File: src/rtl/pwm_capture.sv
// pwm_capture: measures high time and period (in clk cycles) of an asynchronous PWM input.
// Optional glitch filter on the synchronised level, enabled by defining PWM_CAPTURE_GLITCH_FILTER_EN.
module pwm_capture #(
  parameter int WIDTH       = 32,
  parameter int SYNC_STAGES = 2,
  parameter int TIMEOUT     = 1 << 24,
  parameter int FILTER_LEN  = 4
) (
  input  logic             clk,
  input  logic             rst_n,
  input  logic             enable,
  input  logic             pwm_in,
  output logic [WIDTH-1:0] high_count,
  output logic [WIDTH-1:0] period_count,
  output logic             valid,
  output logic             stuck,
  output logic             stuck_level
);

  typedef enum logic [1:0] {
    ST_IDLE = 2'd0,
    ST_HIGH = 2'd1,
    ST_LOW  = 2'd2
  } state_t;

  localparam logic [WIDTH-1:0] CNT_MAX   = {WIDTH{1'b1}};
  localparam logic [WIDTH-1:0] TIMEOUT_C = WIDTH'(TIMEOUT);
  localparam logic [WIDTH-1:0] ONE_C     = {{(WIDTH-1){1'b0}}, 1'b1};

  logic [SYNC_STAGES-1:0] sync_r;
  logic                   s_s;
  logic                   lvl_s;
  logic                   lvl_d_r;
  logic                   rise_s;
  logic                   fall_s;
  state_t                 state_r;
  state_t                 state_nxt_s;
  logic [WIDTH-1:0]       cnt_r;
  logic [WIDTH-1:0]       cnt_nxt_s;
  logic [WIDTH-1:0]       cnt_inc_s;
  logic [WIDTH-1:0]       hi_lat_r;
  logic [WIDTH-1:0]       hi_lat_nxt_s;
  logic [WIDTH-1:0]       high_nxt_s;
  logic [WIDTH-1:0]       period_nxt_s;
  logic                   valid_nxt_s;
  logic                   stuck_nxt_s;
  logic                   stuck_level_nxt_s;

  // Input synchroniser; runs regardless of enable
  always_ff @(posedge clk or negedge rst_n) begin
    if (!rst_n) begin
      sync_r <= '0;
    end else begin
      sync_r <= {sync_r[SYNC_STAGES-2:0], pwm_in};
    end
  end

  assign s_s = sync_r[SYNC_STAGES-1];

`ifdef PWM_CAPTURE_GLITCH_FILTER_EN
  localparam int FW = $clog2(FILTER_LEN + 1);
  localparam logic [FW-1:0] FLT_LAST = FW'(FILTER_LEN - 1);

  logic          f_r;
  logic [FW-1:0] flt_cnt_r;

  // Glitch filter: follow s only after it has disagreed for FILTER_LEN cycles in a row
  always_ff @(posedge clk or negedge rst_n) begin
    if (!rst_n) begin
      f_r       <= 1'b0;
      flt_cnt_r <= '0;
    end else if (s_s == f_r) begin
      flt_cnt_r <= '0;
    end else if (flt_cnt_r >= FLT_LAST) begin
      f_r       <= s_s;
      flt_cnt_r <= '0;
    end else begin
      flt_cnt_r <= flt_cnt_r + FW'(1'b1);
    end
  end

  assign lvl_s = f_r;
`else
  logic unused_filter_len_s;
  assign unused_filter_len_s = (FILTER_LEN > 0);
  assign lvl_s = s_s;
`endif

  // Previous level for edge detection
  always_ff @(posedge clk or negedge rst_n) begin
    if (!rst_n) begin
      lvl_d_r <= 1'b0;
    end else begin
      lvl_d_r <= lvl_s;
    end
  end

  assign rise_s    = lvl_s & ~lvl_d_r;
  assign fall_s    = ~lvl_s & lvl_d_r;
  assign cnt_inc_s = (cnt_r == CNT_MAX) ? cnt_r : (cnt_r + ONE_C);

  // Next-state and measurement update logic
  always_comb begin
    state_nxt_s       = state_r;
    cnt_nxt_s         = cnt_r;
    hi_lat_nxt_s      = hi_lat_r;
    high_nxt_s        = high_count;
    period_nxt_s      = period_count;
    valid_nxt_s       = 1'b0;
    stuck_nxt_s       = stuck;
    stuck_level_nxt_s = stuck_level;
    if (!enable) begin
      state_nxt_s = ST_IDLE;
      cnt_nxt_s   = '0;
    end else begin
      case (state_r)
        ST_IDLE: begin
          if (rise_s) begin
            state_nxt_s = ST_HIGH;
            cnt_nxt_s   = ONE_C;
            stuck_nxt_s = 1'b0;
          end else begin
            cnt_nxt_s = '0;
          end
        end
        ST_HIGH: begin
          if (cnt_r >= TIMEOUT_C) begin
            state_nxt_s       = ST_IDLE;
            cnt_nxt_s         = '0;
            stuck_nxt_s       = 1'b1;
            stuck_level_nxt_s = lvl_s;
          end else if (fall_s) begin
            state_nxt_s  = ST_LOW;
            hi_lat_nxt_s = cnt_r;
            cnt_nxt_s    = cnt_inc_s;
          end else begin
            cnt_nxt_s = cnt_inc_s;
          end
        end
        ST_LOW: begin
          if (cnt_r >= TIMEOUT_C) begin
            state_nxt_s       = ST_IDLE;
            cnt_nxt_s         = '0;
            stuck_nxt_s       = 1'b1;
            stuck_level_nxt_s = lvl_s;
          end else if (rise_s) begin
            // Rise closes the period; this cycle already counts as 1 of the next one
            state_nxt_s  = ST_HIGH;
            period_nxt_s = cnt_r;
            high_nxt_s   = hi_lat_r;
            valid_nxt_s  = 1'b1;
            cnt_nxt_s    = ONE_C;
          end else begin
            cnt_nxt_s = cnt_inc_s;
          end
        end
        default: begin
          state_nxt_s = ST_IDLE;
          cnt_nxt_s   = '0;
        end
      endcase
    end
  end

  // State, counter and registered outputs
  always_ff @(posedge clk or negedge rst_n) begin
    if (!rst_n) begin
      state_r      <= ST_IDLE;
      cnt_r        <= '0;
      hi_lat_r     <= '0;
      high_count   <= '0;
      period_count <= '0;
      valid        <= 1'b0;
      stuck        <= 1'b0;
      stuck_level  <= 1'b0;
    end else begin
      state_r      <= state_nxt_s;
      cnt_r        <= cnt_nxt_s;
      hi_lat_r     <= hi_lat_nxt_s;
      high_count   <= high_nxt_s;
      period_count <= period_nxt_s;
      valid        <= valid_nxt_s;
      stuck        <= stuck_nxt_s;
      stuck_level  <= stuck_level_nxt_s;
    end
  end

endmodule

File: config.mk
export PLATFORM = sky130hd
export DESIGN_NAME = pwm_capture
export DESIGN_NICKNAME = d
export VERILOG_FILES = /design/src/rtl/pwm_capture.sv
export SDC_FILE = /design/constraint.sdc
export NUM_CORES = 1
export LEC_CHECK = 0
export ABC_AREA = 1
export CAP_MARGIN = 5
export CORE_MARGIN = 2
export CORE_UTILIZATION = 50
export DETAILED_ROUTE_END_ITERATION = 10
export HOLD_SLACK_MARGIN = 0.02
export PLACE_DENSITY = 0.76
export SKIP_CTS_REPAIR_TIMING = 1
export SYNTH_ARGS = -nofsm -noshare
export SYNTH_HDL_FRONTEND = slang
export SYNTH_SLANG_ARGS = --single-unit
File: constraint.sdc
create_clock -name clk -period 1.71 [get_ports clk]
set_input_delay 0.342 -clock clk [delete_from_list [all_inputs] [get_ports clk]]
set_output_delay 0.342 -clock clk [all_outputs]
set_load 0.01 [all_outputs]
==> tab_implementation.tex <==
\begin{tabular}{lr}
\hline
Metric & Value \\
\hline
\multicolumn{2}{l}{\textbf{Cells and area}} \\
\quad Layout net count & 784 \\
\quad Leading cell type in the layout, fill and taps excluded & sky130\_fd\_sc\_hd\_\_nand2\_1 \\
\quad Post-Layout Cell Count & 929 \\
\quad Post-route design area & 0.00757 mm² \\
\quad Final Util & 0.669 \\
\quad Total inserted antenna cells & 0 \\
\quad Most frequent cells in the layout & sky130\_fd\_sc\_hd\_\_nand2\_1, sky130\_fd\_sc\_hd\_\_dfrtp\_1, sky130\_fd\_sc\_hd\_\_inv\_1 \\
\quad Fraction of final layout cells with drive strength greater than 1 & 0.130 \\
\quad Fillers & 869 \\
\quad Area delta synth->final & 32.2\% \\
\multicolumn{2}{l}{\textbf{Synth}} \\
\quad Syn Inst Count & 662 \\
\quad Mean Syn Cell Area & 8.65 µm² \\
\quad Cell Area, Synth & 0.00573 mm² \\
\quad Count of different cell masters after synthesis & 31 \\
\quad Adder-cell share of the synthesized area & 0.0131 \\
\quad Multiplexer share of the synthesized area & 0 \\
\quad Share of the synthesized area in compound gates (AO/OA/AOI/OAI) & 0.0651 \\
\quad Register bit count reported by yosys & 136 \\
\quad Main combinational cell family by area after synthesis & simple AND/OR/NAND/NOR gates \\
\quad Synthesized-area fraction occupied by xor and xnor cells & 0.00917 \\
\quad Fraction of the yosys area taken by sequential cells & 0.594 \\
\quad Simple-gate share of the synthesized area & 0.246 \\
\quad Warning count from the yosys run & 0 \\
\multicolumn{2}{l}{\textbf{Detailed routing}} \\
\quad DRC Markers & 0 \\
\quad Number of vias per cell & 4.99 \\
\quad Antenna Nets Post-Route & 0 \\
\quad First DRT Iteration DRCs & 395 \\
\quad Drt pass-1 iters & 4 \\
\quad Wire length per cell & 14.7 µm \\
\quad Via count of the routed design & 4640 \\
\quad Wirelength, routed & 13.6 mm \\
\multicolumn{2}{l}{\textbf{Worst setup path}} \\
\quad CP required & 1.37 ns \\
\quad Crit end category & primary output \\
\quad Worst path buffer plus inverter count & 1 \\
\quad Worst Setup Start Kind & flip-flop \\
\quad Arrival time at the worst endpoint & 1.34 ns \\
\quad Largest delay contributor family on the critical path & buffers and inverters \\
\quad Ordered list of cells on the worst path & clkdlybuf4s50\_1 \\
\quad Delay of the slowest cell on the worst path & 0.56 ns \\
\quad Crit-path max FO & 2 \\
\quad Worst path slowest cell & sky130\_fd\_sc\_hd\_\_clkdlybuf4s50\_1 \\
\quad Path type of the worst setup path & reg2out \\
\multicolumn{2}{l}{\textbf{Power}} \\
\quad Highest ir drop seen on vdd & 0.689 mV \\
\quad Clock share of power & 0.535 \\
\quad Switching share of power & 0.200 \\
\quad Internal Power & 5.89 mW \\
\quad Power share of the sequential group & 0.442 \\
\quad Power density cells & 972 mW/mm² \\
\quad Net Sw Power & 1.48 mW \\
\quad Leakage & 3.79 nW \\
\quad Comb power frac & 0.023 \\
\multicolumn{2}{l}{\textbf{Floorplan}} \\
\quad Floorplan die area & 0.0123 mm² \\
\quad Initial core utilization & 0.506 \\
\quad Number of top-level design ports & 71 \\
\quad Core Footprint & 0.0113 mm² \\
\quad Die H & 111 µm \\
\quad Die X & 111 µm \\
\quad Placement row count & 39 \\
\multicolumn{2}{l}{\textbf{Job}} \\
\quad Max\_cap viols & 0 \\
\multicolumn{2}{l}{\textbf{Global routing}} \\
\quad Met3 usage in global routing & 0.0596 \\
\quad Routing usage on met2 & 0.361 \\
\quad Gr busiest metal & met2 \\
\quad Antenna violations before repair & 0 \\
\quad Total routing resource utilization after global routing & 0.225 \\
\quad Global-route wire length before repair & 22.2 mm \\
\quad Remaining global-route overflow & 0 \\
\quad Pin count of the biggest net entering global routing & 57 \\
\quad Via count of the first global-routing pass & 4618 \\
\quad Met1 Usage GRT & 0.302 \\
\multicolumn{2}{l}{\textbf{Clock network}} \\
\quad Clock insertion delay at the later pin of the skew report & 0.42 ns \\
\quad Clock tree root buffer cell & sky130\_fd\_sc\_hd\_\_clkbuf\_16 \\
\quad TritonCTS Buffers & 17 \\
\quad Number of sinks handled by clock tree synthesis & 136 \\
\quad CTS clk-pin slew, worst paths & 0.06 ns \\
\quad Worst-case clock buffer depth & 2 \\
\quad H-tree level count & 4 \\
\quad TritonCTS clock tree & done \\
\multicolumn{2}{l}{\textbf{STA}} \\
\quad Maximum clock rate & 0.595 GHz \\
\quad Final Max Tran Viols & 0 \\
\quad Minimum period implied by the final worst setup slack & 1.68 ns \\
\quad Worst Skew & 0.0126 ns \\
\quad Fin Setup TNS & 0 ns \\
\quad Final number of hold-violating endpoints & 0 \\
\quad Final setup fails & 0 \\
\quad Portion of the clock cycle consumed by the worst path in the final layout & 0.983 \\
\quad Final critical-path setup slack & 0.0296 ns \\
\multicolumn{2}{l}{\textbf{Place}} \\
\quad HPWL after detailed placement & 9.06 mm \\
\quad Global placer's final weighted congestion & 0.954 \\
\quad Placed Instances & 890 \\
\quad Buffers added on ports & 70 \\
\quad Placed cell areas & 0.00680 mm² \\
\quad Worst slack, placed & -0.120 ns \\
\multicolumn{2}{l}{\textbf{Status}} \\
\quad Result of the run & finished clean \\
\multicolumn{2}{l}{\textbf{Min path}} \\
\quad Hold/Removal Path Class & reg2reg \\
\hline
\end{tabular}
[metal layers]
| layer | share of wire | vias to the layer above |
|---|---|---|
| li1 | - | 2262 |
| met1 | 0.44 | 2237 |
| met2 | 0.50 | 119 |
| met3 | 0.043 | 22 |
| met4 | 0.018 | 0 |
| met5 | 0 | - |
[cell usage after synthesis]
master | n | area (µm²)
sky130_fd_sc_hd__nor2_8 | 1 | 20.0
sky130_fd_sc_hd__buf_1 | 1 | 3.75
sky130_fd_sc_hd__nand3_4 | 1 | 17.5
sky130_fd_sc_hd__nor3_1 | 12 | 60.1
sky130_fd_sc_hd__nand2_1 | 247 | 927
sky130_fd_sc_hd__buf_4 | 1 | 7.51
sky130_fd_sc_hd__inv_2 | 13 | 48.8
sky130_fd_sc_hd__clkinv_2 | 1 | 5.00
sky130_fd_sc_hd__nand2_2 | 4 | 25.0
sky130_fd_sc_hd__nand3b_1 | 1 | 7.51
sky130_fd_sc_hd__conb_1 | 1 | 3.75
sky130_fd_sc_hd__nor3b_2 | 1 | 12.5
sky130_fd_sc_hd__nor2_4 | 3 | 33.8
sky130_fd_sc_hd__o21ai_1 | 24 | 120
sky130_fd_sc_hd__dfrtp_1 | 136 | 3400
sky130_fd_sc_hd__nor2_1 | 48 | 180
sky130_fd_sc_hd__nor3b_1 | 1 | 7.51
sky130_fd_sc_hd__nand4_1 | 6 | 37.5
sky130_fd_sc_hd__buf_6 | 3 | 33.8
sky130_fd_sc_hd__nor2_2 | 1 | 6.26
sky130_fd_sc_hd__clkbuf_1 | 7 | 26.3
sky130_fd_sc_hd__a21oi_1 | 17 | 85.1
sky130_fd_sc_hd__xor2_1 | 5 | 43.8
sky130_fd_sc_hd__inv_1 | 64 | 240
sky130_fd_sc_hd__a22oi_1 | 1 | 7.51
sky130_fd_sc_hd__ha_1 | 6 | 75.1
sky130_fd_sc_hd__buf_2 | 9 | 45.0
sky130_fd_sc_hd__nand3_2 | 1 | 10.0
sky130_fd_sc_hd__xnor2_1 | 1 | 8.76
sky130_fd_sc_hd__nand3_1 | 13 | 65.1
sky130_fd_sc_hd__o21ai_0 | 32 | 160
[stage by stage]
stage | power (mW) | hold slack (ns)
after floorplan | 3.36 | 0.0464
after global placement | 3.48 | 0.249
after global routing | 7.57 | 0.357
after detailed placement | 3.48 | 0.251
final | 7.36 | 0.349
after CTS | 7.39 | -0.185
[power groups by stage]
stage,combinational [mW],sequential [mW],clock [mW]
3_5_place_dp,0.169,3.31,0
4_1_cts,0.170,3.26,3.96
3_3_place_gp,0.165,3.31,0
6_report,0.169,3.26,3.93
5_1_grt,0.197,3.26,4.12
2_1_floorplan,0.0407,3.32,0
[area by class of cell]
class / instances / area, µm² / area share
clock inverter: 12 / 199 / 0.0263
multi-input combinational: 433 / 1970 / 0.260
inverter: 78 / 297 / 0.0391
clock buffer: 19 / 433 / 0.0572
timing repair buffer: 108 / 1090 / 0.144
sequential: 136 / 3400 / 0.449
tap: 143 / 179 / 0.0236
[cell families (layout without fill, tap and decap cells)]
group,count (synthesis),in the layout
simple gates,340,340
compound gates,74,74
xor+xnor,6,6
flops,136,136
buf+inv,99,217
fa+ha+maj,6,6
other cells,1,7
[worst paths after layout]
check                                startpoint  slack [ns]  cells after the start          endpoint
worst max-delay path            period_count[2]        0.03                      1   period_count[2]
worst max register to register         cnt_r[2]        0.06                      8         cnt_r[22]
worst min-delay path                  sync_r[0]        0.35                      0         sync_r[1]
min in group asynchronous                 rst_n        0.36                      2  period_count[31]
max in group asynchronous                 rst_n        0.77                      3         cnt_r[10]
worst min register to register        sync_r[0]        0.35                      0         sync_r[1]
[registers in the layout, indices dropped and copies added, names as in the netlist, 2 cells and up]
register and count:
hi_lat_r 32, high_count 32, sync_r 2, state_r 2
period_count 32, cnt_r 32
Note: power is estimated with default switching activity, not from simulation.
